--- src/rtl/cdb_arbiter.sv ---
// CDB arbiter: per-port one-entry buffers drained round-robin
// onto a registered common data bus.
package cdb_pkg;

  typedef struct packed {
    logic        execute_valid;
    logic [5:0]  phys_rd;
    logic [31:0] phys_rd_val;
    logic [4:0]  rob_index;
  } data_bus_package_t;

endpackage

module cdb_arbiter
  import cdb_pkg::*;
#(
  parameter int NUM_REQ = 4,
  localparam int IW = $clog2(NUM_REQ)
) (
  input  logic                   clk,
  input  logic                   rst,
  input  logic [NUM_REQ-1:0]     req_valid,
  input  data_bus_package_t      req_pkt [NUM_REQ],
  output logic [NUM_REQ-1:0]     req_ready,
  input  logic                   flush,
  output logic                   cdb_valid,
  output data_bus_package_t      cdb_pkt,
  output logic [IW-1:0]          cdb_grant_idx
);

  logic [NUM_REQ-1:0] buf_valid_q, buf_valid_d;
  data_bus_package_t  buf_pkt_q [NUM_REQ];
  data_bus_package_t  buf_pkt_d [NUM_REQ];
  logic [IW-1:0]      ptr_q, ptr_d;
  logic               cdb_valid_q, cdb_valid_d;
  data_bus_package_t  cdb_pkt_q, cdb_pkt_d;
  logic [IW-1:0]      gidx_q, gidx_d;

  logic [NUM_REQ-1:0] grant;
  logic [IW-1:0]      gnt_idx;
  logic               gnt_any;
  logic [IW-1:0]      ptr_nxt;

  // Round-robin scan of full buffers starting at ptr
  always_comb begin
    int            scan;
    logic [IW-1:0] si;
    grant   = '0;
    gnt_idx = ptr_q;
    gnt_any = 1'b0;
    scan    = 0;
    si      = '0;
    for (int k = 0; k < NUM_REQ; k++) begin
      scan = int'(ptr_q) + k;
      if (scan >= NUM_REQ) scan = scan - NUM_REQ;
      si = IW'(scan);
      if (!gnt_any && buf_valid_q[si] && !flush) begin
        gnt_any   = 1'b1;
        gnt_idx   = si;
        grant[si] = 1'b1;
      end
    end
    if (int'(gnt_idx) == NUM_REQ - 1) ptr_nxt = '0;
    else                              ptr_nxt = gnt_idx + IW'(1);
  end

  // Ready only when the buffer is empty or draining this cycle
  assign req_ready = {NUM_REQ{rst}}
                   & {NUM_REQ{~flush}}
                   & (~buf_valid_q | grant);

  // Next-state: grant drains, accept refills, flush squashes
  always_comb begin
    buf_valid_d = buf_valid_q;
    buf_pkt_d   = buf_pkt_q;
    ptr_d       = ptr_q;
    cdb_valid_d = 1'b0;
    cdb_pkt_d   = '0;
    gidx_d      = gidx_q;
    if (flush) begin
      buf_valid_d = '0;
    end else begin
      if (gnt_any) begin
        buf_valid_d[gnt_idx]    = 1'b0;
        cdb_valid_d             = 1'b1;
        cdb_pkt_d               = buf_pkt_q[gnt_idx];
        cdb_pkt_d.execute_valid = 1'b1;
        gidx_d                  = gnt_idx;
        ptr_d                   = ptr_nxt;
      end
      for (int i = 0; i < NUM_REQ; i++) begin
        if (req_valid[i] && req_ready[i]) begin
          buf_valid_d[i] = 1'b1;
          buf_pkt_d[i]   = req_pkt[i];
        end
      end
    end
  end

  // State registers
  always_ff @(posedge clk or negedge rst) begin
    if (!rst) begin
      buf_valid_q <= '0;
      for (int i = 0; i < NUM_REQ; i++) buf_pkt_q[i] <= '0;
      ptr_q       <= '0;
      cdb_valid_q <= 1'b0;
      cdb_pkt_q   <= '0;
      gidx_q      <= '0;
    end else begin
      buf_valid_q <= buf_valid_d;
      for (int i = 0; i < NUM_REQ; i++) buf_pkt_q[i] <= buf_pkt_d[i];
      ptr_q       <= ptr_d;
      cdb_valid_q <= cdb_valid_d;
      cdb_pkt_q   <= cdb_pkt_d;
      gidx_q      <= gidx_d;
    end
  end

  assign cdb_valid     = cdb_valid_q;
  assign cdb_pkt       = cdb_pkt_q;
  assign cdb_grant_idx = gidx_q;

endmodule

--- config.mk ---
export PLATFORM = sky130hd
export DESIGN_NAME = cdb_arbiter
export DESIGN_NICKNAME = d
export VERILOG_FILES = /design/src/rtl/cdb_arbiter.sv
export SDC_FILE = /design/constraint.sdc
export NUM_CORES = 1
export LEC_CHECK = 0
export BUFFER_PORTS_ARGS = -buffer_cell sky130_fd_sc_hd__buf_4
export CAP_MARGIN = 20
export CORE_AREA = 3 3 144 146
export DETAILED_ROUTE_END_ITERATION = 12
export DIE_AREA = 0 0 147 149
export PLACE_DENSITY = 0.79
export SLEW_MARGIN = 20
export SYNTH_ARGS = -nofsm -noshare
export SYNTH_HDL_FRONTEND = slang
export SYNTH_SLANG_ARGS = --single-unit
--- constraint.sdc ---
create_clock -name clk -period 3.6 [get_ports clk]
set_input_delay 0.72 -clock clk [delete_from_list [all_inputs] [get_ports clk]]
set_output_delay 0.72 -clock clk [all_outputs]
set_load 0.005 [all_outputs]
==> results.sh <==
export IMPL_dp_hpwl_um=16300
export IMPL_synth_edf_count=0
export IMPL_synth_compound_area_share_pct=10.0
export IMPL_yosysWarningCount=0
export IMPL_synth_ff_type="dfrtp_1"
export IMPL_fp_coreArea_mm2=0.0195
export IMPL_synthCells=721
export IMPL_yosysSeqAreaShare_pct=52.6
export IMPL_status="finished, final reports clean"
export IMPL_synth_top_area_cell="dfrtp_1"
export IMPL_routed_wl_um=24300
export IMPL_rsz0062_at_grt="false"
export IMPL_io_buffer_count=229
export IMPL_cts_sinks=224
export IMPL_rows=51
export IMPL_path_cells="inv_1, ha_2, or3b_1, a21oi_4, or2_4, a22oi_1, a31oi_1, buf_4"
export IMPL_fin_crit_ns=3.44
export IMPL_postRouteAntennaNets=0
export IMPL_synth_area_mm2=0.0106
export IMPL_totalPowerFinal_w=0.0107
export IMPL_insertion_delay_ns=0.52
export IMPL_ir_worst_vdd_uv=498
export IMPL_finalHoldViolCount=0
export IMPL_syn_nets=913
export IMPL_final_net_count=1135
export IMPL_worst_setup_path_type="register to output pin"
export IMPL_clockRootBuffer="clkbuf_16"
export IMPL_first_iter_violations=206
export IMPL_grt_pass1_wl_um=38800
export IMPL_die_y_um=149
export IMPL_period_share_pct=95.7
export IMPL_cellLeakagePower_nw=6.45
export IMPL_yosysMostFrequentCell="dfrtp_1"
export IMPL_synthAdderAreaFrac_pct=1.06
export IMPL_overflow=0
export IMPL_synthArstFlopShare_pct=100
export IMPL_synth_cell_type_count=53
export IMPL_slew_headroom_pct=38.1
export IMPL_setup_violations=0
export IMPL_gp_congestion=0.805
export IMPL_pin_count=234
export IMPL_grt_pass1_vias=7104
export IMPL_antenna_found_initial=0
export IMPL_arrival_ns=2.72
export IMPL_drive_gt1_share_pct=46.9
export IMPL_cts_tree="done"
export IMPL_crit_slowest_cell="or3b_1"
export IMPL_drtPass1Iterations=4
export IMPL_timing_fmax_ghz=0.290
export IMPL_fin_tns_setup_ns=0
export IMPL_synth_common_cells="dfrtp_1 (224), mux2_4 (105), a211oi_1 (67)"
export IMPL_cts_setup_buffers=0
export IMPL_vias=6606
export IMPL_chipWidth_um=147
export IMPL_start_kind="register"
export IMPL_muxShareOfSynthArea_pct=26.3
export IMPL_syn_avg_cell_area_um2=14.8
export IMPL_routed_via_density=5.40
export IMPL_htreeDepth=1
export IMPL_clockBufferDepth=3
export IMPL_min_path_type="input pin to asynchronous set/reset pin"
export IMPL_areaGrowthSynthToFinish_pct=26.0
export IMPL_grt_usage_pct=22.1
export IMPL_initial_core_util_pct=54.5
export IMPL_cpPeakStageDelay_ns=0.42
export IMPL_final_setup_skew_ns=0.0227
export IMPL_synth_top_family_by_area="multiplexers"
export IMPL_ys_ff_latch=224
export IMPL_drc=0
export IMPL_critPathMaxFanout=10
export IMPL_wl_per_cell_um=19.9
export IMPL_dieArea_mm2=0.0219
export IMPL_cts_buffers=24
export IMPL_synth_area_leaders="dfrtp_1 (53%), mux2_4 (15%), mux2_1 (5.4%)"
export IMPL_crit_required_ns=2.88
export IMPL_slew_violations=0
export IMPL_synth_top_area_share_pct=52.6
export IMPL_synthXorXnorAreaFrac_pct=0.341
export IMPL_yosys_area_share_simple_pct=5.40
export IMPL_grt_max_degree=83
export IMPL_max_cap_violations=0
export IMPL_tightest_slew_ns=0.928
export IMPL_end_kind="output pin"
export IMPL_antenna_cells=0
export IMPL_clk_pin_slew_ns=0.07
export IMPL_powerDensity_mw_per_mm2=800
-- critical path, delay by kind of cell, from the launching register on --
kind            cells  cell delay, ns
flops               1            0.38
compound gates      3            0.51
buf+inv             2            0.31
simple gates        2            0.62
fa+ha+maj           1            0.38
-- layout make-up --
| type | instances | area (µm²) |
|---|---|---|
| Inverter | 5 | 18.8 |
| Clock inverter | 8 | 134 |
| Sequential cell | 224 | 5610 |
| Multi-Input combinational cell | 439 | 4610 |
| Tap cell | 265 | 332 |
| Clock buffer | 34 | 698 |
| Timing Repair Buffer | 249 | 2020 |
| Fill cell | 1410 | 6110 |
-- final timing paths --
kind                                        from                to  slack, ns  depth (start not counted)
min in group clk                     req_pkt[29]     buf_pkt_q[29]       0.40                          2
worst max register to register          ptr_q[0]     buf_pkt_q[25]       0.56                         10
worst max-delay path                    ptr_q[0]      req_ready[1]       0.16                          8
worst min-delay path                         rst    buf_pkt_q[162]       0.06                          1
worst min register to register  cdb_grant_idx[0]  cdb_grant_idx[0]       0.48                          2
max in group asynchronous                    rst    buf_pkt_q[104]       1.83                          3
-- layer usage --
| layer | global-route usage [%] | share of wire, % |
|---|---|---|
| met5 | 0 | 0 |
| met1 | 29.3 | 42 |
| met2 | 36.8 | 48 |
| met3 | 5.59 | 6.7 |
| met4 | 5.68 | 2.5 |
-- metrics by stage --
stage | util, % | worst slack (ns) | instances | cell area, µm² | hold slack (ns)
finish | 68.7 | 0.156 | 1224 | 13400 | 0.0630
CTS | 68.7 | 0.0234 | 1224 | 13400 | 0.0547
global route | 68.7 | 0.0386 | 1224 | 13400 | 0.0571
detailed placement | 64.4 | 0.493 | 1182 | 12600 | 0.471
global placement | 64.4 | 0.529 | 1182 | 12600 | 0.466
floorplan | - | 0.669 | 721 | 10600 | 0.424
-- cell families (layout without fill, tap and decap cells) --
group	count (synthesis)	after routing
DFF	224	224
muxes	219	219
xor gates and xnor gates	2	2
buffers and inverters	58	296
AOI/OAI and AO/OA	121	121
adders and majority gates	9	9
and+or+nand+nor	88	88
-- power breakdown --
group	internal (W)	leakage, nW	switching, W
Combinational	0.00219	3.31	0.00234
Clock	0.00157	0.409	0.000974
Sequential	0.00328	2.74	0.000390
-- sequential cells by signal, summed over array words and instances (netlist names) --
register       cells
cdb_pkt           44
buf_pkt_q        172
ptr_q              2
buf_valid_q        4
cdb_grant_idx      2
-- what timing repair did --
action	in CTS	in global routing
endpoints found under the setup margin	0	4
hold buffers	0	0
gates resized for setup	0	4
-- cell usage in the layout, fill, tap and decap left out, drive strengths merged, types with 4 or more instances in the layout --
cell    instances
a211oi         87
nand2          14
nand3           6
nor2b          45
ha              9
clkinv          5
nor2            5
a22oi           4
mux2i          47
o21ai           4
a21boi          4
a31oi           5
buf           249
clkbuf         34
mux2          172
or3b            4
inv             5
dfrtp         224
nand2b          4
a21oi           5
Note: power is estimated with default switching activity, not from simulation.
